`src/rtl/lfsr_pkg.sv`:
```
// Shared constants and the next-state function for the 16-bit Fibonacci LFSR
// (polynomial x^16 + x^14 + x^13 + x^11 + 1).
package lfsr_pkg;

  localparam int WIDTH = 16;

  localparam int TAP_A = 15;
  localparam int TAP_B = 13;
  localparam int TAP_C = 12;
  localparam int TAP_D = 10;

  // All-zero is the lock-up state, so a zero seed request is replaced by this.
  localparam logic [WIDTH-1:0] DEFAULT_SEED = 16'hABCD;

  function automatic logic [WIDTH-1:0] lfsr_next(input logic [WIDTH-1:0] s);
    logic fb;
    fb = s[TAP_A] ^ s[TAP_B] ^ s[TAP_C] ^ s[TAP_D];
    return {s[WIDTH-2:0], fb};
  endfunction

endpackage

```
`src/rtl/lfsr16_dff_r.sv`:
```
// Generic W-bit D register. Synchronous active-high reset loads rst_val,
// which may be a live signal rather than a constant.
module dff_r #(
  parameter int W = 16
) (
  input  logic         clk,
  input  logic         reset,
  input  logic [W-1:0] rst_val,
  input  logic [W-1:0] d,
  output logic [W-1:0] q
);

  always_ff @(posedge clk) begin
    if (reset) q <= rst_val;
    else       q <= d;
  end

endmodule

```
`src/rtl/lfsr16.sv`:
```
// 16-bit maximal-length LFSR with seed capture and a one-cycle wrap pulse each
// time the sequence returns to the captured seed. All outputs are registered.
module lfsr16 #(
  parameter int               WIDTH        = lfsr_pkg::WIDTH,
  parameter logic [WIDTH-1:0] DEFAULT_SEED = lfsr_pkg::DEFAULT_SEED
) (
  input  logic             clk,
  input  logic             reset,
  input  logic [WIDTH-1:0] seed_in,
  input  logic             enable,
  output logic [WIDTH-1:0] state,
  output logic             wrap,
  output logic [WIDTH-1:0] step_cnt
);

  import lfsr_pkg::lfsr_next;

  logic [WIDTH-1:0] seed_sel;
  logic [WIDTH-1:0] seed_q;
  logic [WIDTH-1:0] next_state;
  logic             hit;
  logic [WIDTH-1:0] state_d;
  logic [WIDTH-1:0] cnt_d;
  logic             wrap_d;

  // Reset path: zero would lock the register, so it is never loaded.
  assign seed_sel   = (seed_in == '0) ? DEFAULT_SEED : seed_in;
  assign next_state = lfsr_next(state);
  assign hit        = (next_state == seed_q);

  // Run/hold mux; reset priority lives inside the registers.
  always_comb begin
    state_d = state;
    cnt_d   = step_cnt;
    wrap_d  = 1'b0;
    if (enable) begin
      state_d = next_state;
      cnt_d   = hit ? '0 : step_cnt + 1'b1;
      wrap_d  = hit;
    end
  end

  dff_r #(.W(WIDTH)) u_state (
    .clk     (clk),
    .reset   (reset),
    .rst_val (seed_sel),
    .d       (state_d),
    .q       (state)
  );

  dff_r #(.W(WIDTH)) u_seed (
    .clk     (clk),
    .reset   (reset),
    .rst_val (seed_sel),
    .d       (seed_q),
    .q       (seed_q)
  );

  dff_r #(.W(WIDTH)) u_cnt (
    .clk     (clk),
    .reset   (reset),
    .rst_val ('0),
    .d       (cnt_d),
    .q       (step_cnt)
  );

  dff_r #(.W(1)) u_wrap (
    .clk     (clk),
    .reset   (reset),
    .rst_val (1'b0),
    .d       (wrap_d),
    .q       (wrap)
  );

endmodule

```
`config.mk`:
```
export PLATFORM = sky130hd
export DESIGN_NAME = lfsr16
export DESIGN_NICKNAME = d
export VERILOG_FILES = /design/src/rtl/lfsr_pkg.sv /design/src/rtl/lfsr16_dff_r.sv /design/src/rtl/lfsr16.sv
export SDC_FILE = /design/constraint.sdc
export NUM_CORES = 1
export LEC_CHECK = 0
export BUFFER_PORTS_ARGS = -buffer_cell sky130_fd_sc_hd__buf_2
export CORE_UTILIZATION = 35
export CTS_CLUSTER_SIZE = 25
export DETAILED_ROUTE_END_ITERATION = 8
export SLEW_MARGIN = 15
export SYNTH_ARGS = -nofsm -noshare
export SYNTH_HDL_FRONTEND = slang
export SYNTH_SLANG_ARGS = --single-unit
```
`constraint.sdc`:
```
create_clock -name clk -period 2.3 [get_ports clk]
set_input_delay 0.345 -clock clk [delete_from_list [all_inputs] [get_ports clk]]
set_output_delay 0.345 -clock clk [all_outputs]
set_load 0.1 [all_outputs]
```
* Word-level counts from Yosys, hierarchy flattened
Cells that the tools add are included.
** Operators by class
- Shift-type cells :: 0
- $lt $le $gt $ge :: 0
- Mux-type cells :: 4
- Multipliers :: 0
- Divide/modulo/power cells :: 0
- $add $sub $neg :: 1
- Equal/unequal tests :: 1
- Reductions and logical operators :: 3
- Bitwise operators :: 4
** Operator list (number)
- 16-bit 2-to-1 mux :: 4
- 16-bit by 1-bit adder with 16-bit output (second input constant) :: 1
- 16-bit equality test :: 1
- 16-bit zero test :: 1
- 1-bit bitwise XOR :: 3
- 2-bit nonzero test :: 1
- 2-bit OR reduction :: 1
- 1-bit inverter :: 1
** Storage, ports and cells
- Bits in latches :: 0
- Bits in writable memories :: 0
- Bits in registers :: 49
- Output and inout port bits :: 33
- Memories kept :: 0
- ROM bits :: 0

* Depth between registers and ports, before layout
- Depth in word-level cells :: 5
- Gate-level depth with buffers :: 6

* Cells and area by module
From an unflattened synthesis, not the netlist that was laid out.
** Second synthesis, totals
- Cells, all modules :: 231
- Area, all modules :: 2661.3 um^2
** By module, submodules not included
- dff_r at u_cnt ... :: area each 569.3 um^2, instances 3, cells each 34, seq. area each 320.3 um^2
- lfsr16 :: area each 918.4 um^2, instances 1, cells each 127, seq. area each 0.0 um^2
- dff_r at u_wrap :: area each 35.0 um^2, instances 1, cells each 2, seq. area each 20.0 um^2

* Least setup slack after synthesis
Ideal clock, no wire load.
- Path kind :: flip-flop to flip-flop
- Start :: register u_cnt.q[2]
- End :: register u_cnt.q[15]
- Path buffers :: 0
- Cell stages (with the launch flop) :: 6
- Data required time :: 2.167 ns
- Path slack :: 0.044 ns
- Library setup time :: 0.133 ns
- Arrival time :: 2.123 ns
- Path through :: dfxtp_1 and4_2 nand4_4 nor4_1 xnor2_1 nor3_1
** On the way
- Cells in the longest elaborated chain, start to end :: 2
** RTL lines
- start, declared :: line lfsr16_dff_r.sv:10 : output logic [W-1:0] q
- start signal, assigned :: line lfsr16_dff_r.sv:14 : if (reset) q <= rst_val;
- 16-bit by 1-bit adder with 16-bit output :: line lfsr16.sv:38 : cnt_d = hit ? '0 : step_cnt + 1'b1;
- 16-bit 2-to-1 mux :: line lfsr16.sv:38
No other way between the ends.
A chain may end at the register's enable or synchronous reset.

* Final worst setup path
- Start :: register u_state.q[12]
- End :: register u_wrap.q
** On the way
- Cells in the longest elaborated chain, start to end :: 3
** RTL lines
- start, declared :: line lfsr16_dff_r.sv:10
- start signal, assigned :: line lfsr16_dff_r.sv:14
- 1-bit bitwise XOR (2 in a row) :: line lfsr_pkg.sv:17 : fb = s[TAP_A] ^ s[TAP_B] ^ s[TAP_C] ^ s[TAP_D];
- 16-bit equality test * :: line lfsr16.sv:29 : assign hit = (next_state == seed_q);
- end signal, assigned :: line lfsr16_dff_r.sv:14
- end, declared :: line lfsr16_dff_r.sv:10
Mark *: on every way between the ends. The rest lies on a longest branch, timed or not.

==> qor.yml <==
outcome:
  status: "finished, final reports clean"
setup_path:
  crit_path_end_kind: "flop"
  cp.buffers_inverters: 1
  crit_start: "u_state.q[12]"
  cpPeakStageDelay_ps: 460
  r2r_start: "u_state.q[12]"
  slowest_stage: "edfxtp_1"
  critPathLaunchType: "flop"
  required_ps: 2530
  critPathArrivalTime_ps: 2080
  critPathTopFamily: "simple AND/OR/NAND/NOR gates"
  cp_cell_sequence: "xor2_1 > nor4_1 > nand4_1 > nor3b_2 > buf_4 > nor2b_1"
  crit_path_max_fanout: 15
  path_class: "flop to flop"
placement:
  io_buffers: 51
  dp_worst_setup_slack_ps: 481.5
  hpwl_mm: 3.386
  dp_cells: 300
  gp_congestion: 0.8047
worst_hold_path:
  min_from: "seed_in[4]"
  hp-class: "input pin to flop"
timing:
  finalCritPeriodShare_pct: 80.42
  fin_tns_setup_ps: 0
  drv_slew: 0
  skew_ps: 10.81
  relSlewSlack_pct: 66.88
  finalSetupViolCount: 0
  finalHoldViolations: 0
  layout_setup_ws_ps: 450.3
  clock.fmax_mhz: 540.6
  fin_crit_ps: 1850
  hold_ws_ps: 249.2
  rsz0062_at_grt: "false"
  worstMarginPinSlew_ps: 500.2
drt:
  avgViaCountPerCell: 4.935
  wl_mm: 4.595
  routedWlPerCell_um: 14.92
  antenna_left: 0
  vias: 1520
  drc: 0
  drt_pass1_iterations: 4
  drt-initial-drc-count: 62
floorplanning:
  core.rowCount: 28
  die_y_um: 82.15
  ios: 52
  die-area_mm2: 0.006749
  start_util_pct: 37.10
  dieWidth_um: 82.15
  coreArea_mm2: 0.006061
clocking:
  ctsHoldBuffers: 0
  clk_pin_slew_ps: 90
  clk_path_buf_depth: 2
  clock_sinks: 49
  cts_setup_buffers: 0
  clkLatencyLatePin_ps: 300
  h-tree-depth: 2
  post_cts_resized: 0
  cts_tree: "done"
  numCtsBuffers: 5
  cts-root-buf: "clkbuf_8"
power_and_ir_drop:
  switching_power_uw: 692.6
  powerDensity_mw_per_mm2: 759.4
  p_leak_nw: 1.037
  ir_drop_mv: 0.3174
  p_sw_share_pct: 34.33
  p_int_mw: 1.325
  p_clk_share_pct: 23.8
  pwr-share-seq_pct: 52.5
  combinationalPowerShare_pct: 23.8
logic_synthesis:
  syn_area_mm2: 0.002248
  synth.avg_cell_area_um2: 12.35
  ys.flop_type: "edfxtp_1"
  synth_async_sr_flop_share_pct: 0
  syn_inst: 182
  ys_seq_area_share_pct: 57.87
  synth_cell_types: 25
  ys_seq_elements: 49
  synth_edf_count: 32
  yosysWarnings: 0
  synthesis.nets: 202
global_route:
  grt_pass1_wl_mm: 6.996
  antenna_found_initial: 0
  grt_overflow: 0
  grt_pass1_vias: 1369
  gr-usage-all-layers_pct: 14.24
  grt_max_degree: 23
cells_and_area:
  layout-drive-gt1-share_pct: 35.19
  fin_util_pct: 43.83
  n_antenna_cell: 0
  final_common_cell: "buf_2"
  syn2layout_area_growth_pct: 18.14
  nets: 252
  instances_no_fill: 308
  layout_common_cells: "51 x buf_2, 32 x edfxtp_1, 23 x xor2_1, 19 x nor3_1, 17 x dfxtp_1"
run:
  max-cap-violations: 0
==> power by group through the flow <==
stage	registers, mW	clock network (mW)	logic [mW]
3_3_place_gp	1.08	0	0.481
4_1_cts	1.06	0.495	0.482
6_report	1.06	0.479	0.479
3_5_place_dp	1.08	0	0.481
5_1_grt	1.07	0.533	0.500
2_1_floorplan	1.33	0	0.125
==> registers in the layout, summed over array words and instances, names as in the netlist <==
register	count
u_state.q	16
u_wrap.q	1
u_seed.q	16
u_cnt.q	16
==> layout make-up <==
type	count	area, um^2
well taps	75	93.84
repair buffers	55	285.3
multi-input cells	118	883.3
flip-flops and latches	49	1301
clock buffers	5	68.82
fillers	576	3405
clock inverters	3	12.51
inverters	3	11.26
==> per-layer routing <==
layer / part of all wire (%) / global-route usage, % / vias to the layer above / wire length, um
met5: 0 / 0 / - / 0
met1: 47 / 20.24 / 731 / 2161
met4: 1.7 / 4.912 / 0 / 76
met2: 46 / 21.24 / 33 / 2119
li1: - / - / 749 / -
met3: 5.2 / 3.187 / 7 / 238
==> kinds of logic (layout without fill, tap and decap cells) <==
group / count (synthesis) / count (layout) / share of synthesized area (%)
buf+inv: 15 / 66 / 2.838
mux: 16 / 16 / 8.013
fa+ha+maj: 1 / 1 / 0.5564
compound gates: 2 / 2 / 0.6680
simple gates: 66 / 66 / 17.20
flops: 49 / 49 / 57.87
xor+xnor: 33 / 33 / 12.85
==> per-stage QoR <==
stage          instance area [um^2]  power, mW
2_1_floorplan                  2248      1.460
3_3_place_gp                   2575      1.559
3_5_place_dp                   2575      1.561
4_1_cts                        2656      2.038
5_1_grt                        2656      2.100
6_report                       2656      2.017
==> synth_stat cells (2+ instances only) <==
cell type,count,share of area (%)
edfxtp_1,32,43
xor2_1,23,9.0
nor3_1,19,4.2
dfxtp_1,17,15
mux2_2,16,8.0
clkbuf_1,11,1.8
nand2b_1,11,3.1
xnor2_1,10,3.9
nor4_1,8,2.2
nand2_1,7,1.2
nand4_1,5,1.4
nand3_1,4,0.89
inv_1,3,0.50
nor2_1,3,0.50
and3_1,2,0.56
nor2b_1,2,0.56
==> worst reg2reg max path, stage by stage, from the launching register on <==
cell      delay [ps]
edfxtp_1         460
xor2_1           190
nor4_1           360
nand4_1          200
nor3b_2          190
buf_4            220
nor2b_1          160
==> path summary, 6_finish.rpt <==
check / to / slack, ps / cells after the start
max: u_wrap.q / 450 / 6
min: u_seed.q[4] / 250 / 1
max reg2reg: u_wrap.q / 450 / 6
min reg2reg: u_cnt.q[1] / 510 / 2
Note: power is estimated with default switching activity, not from simulation.
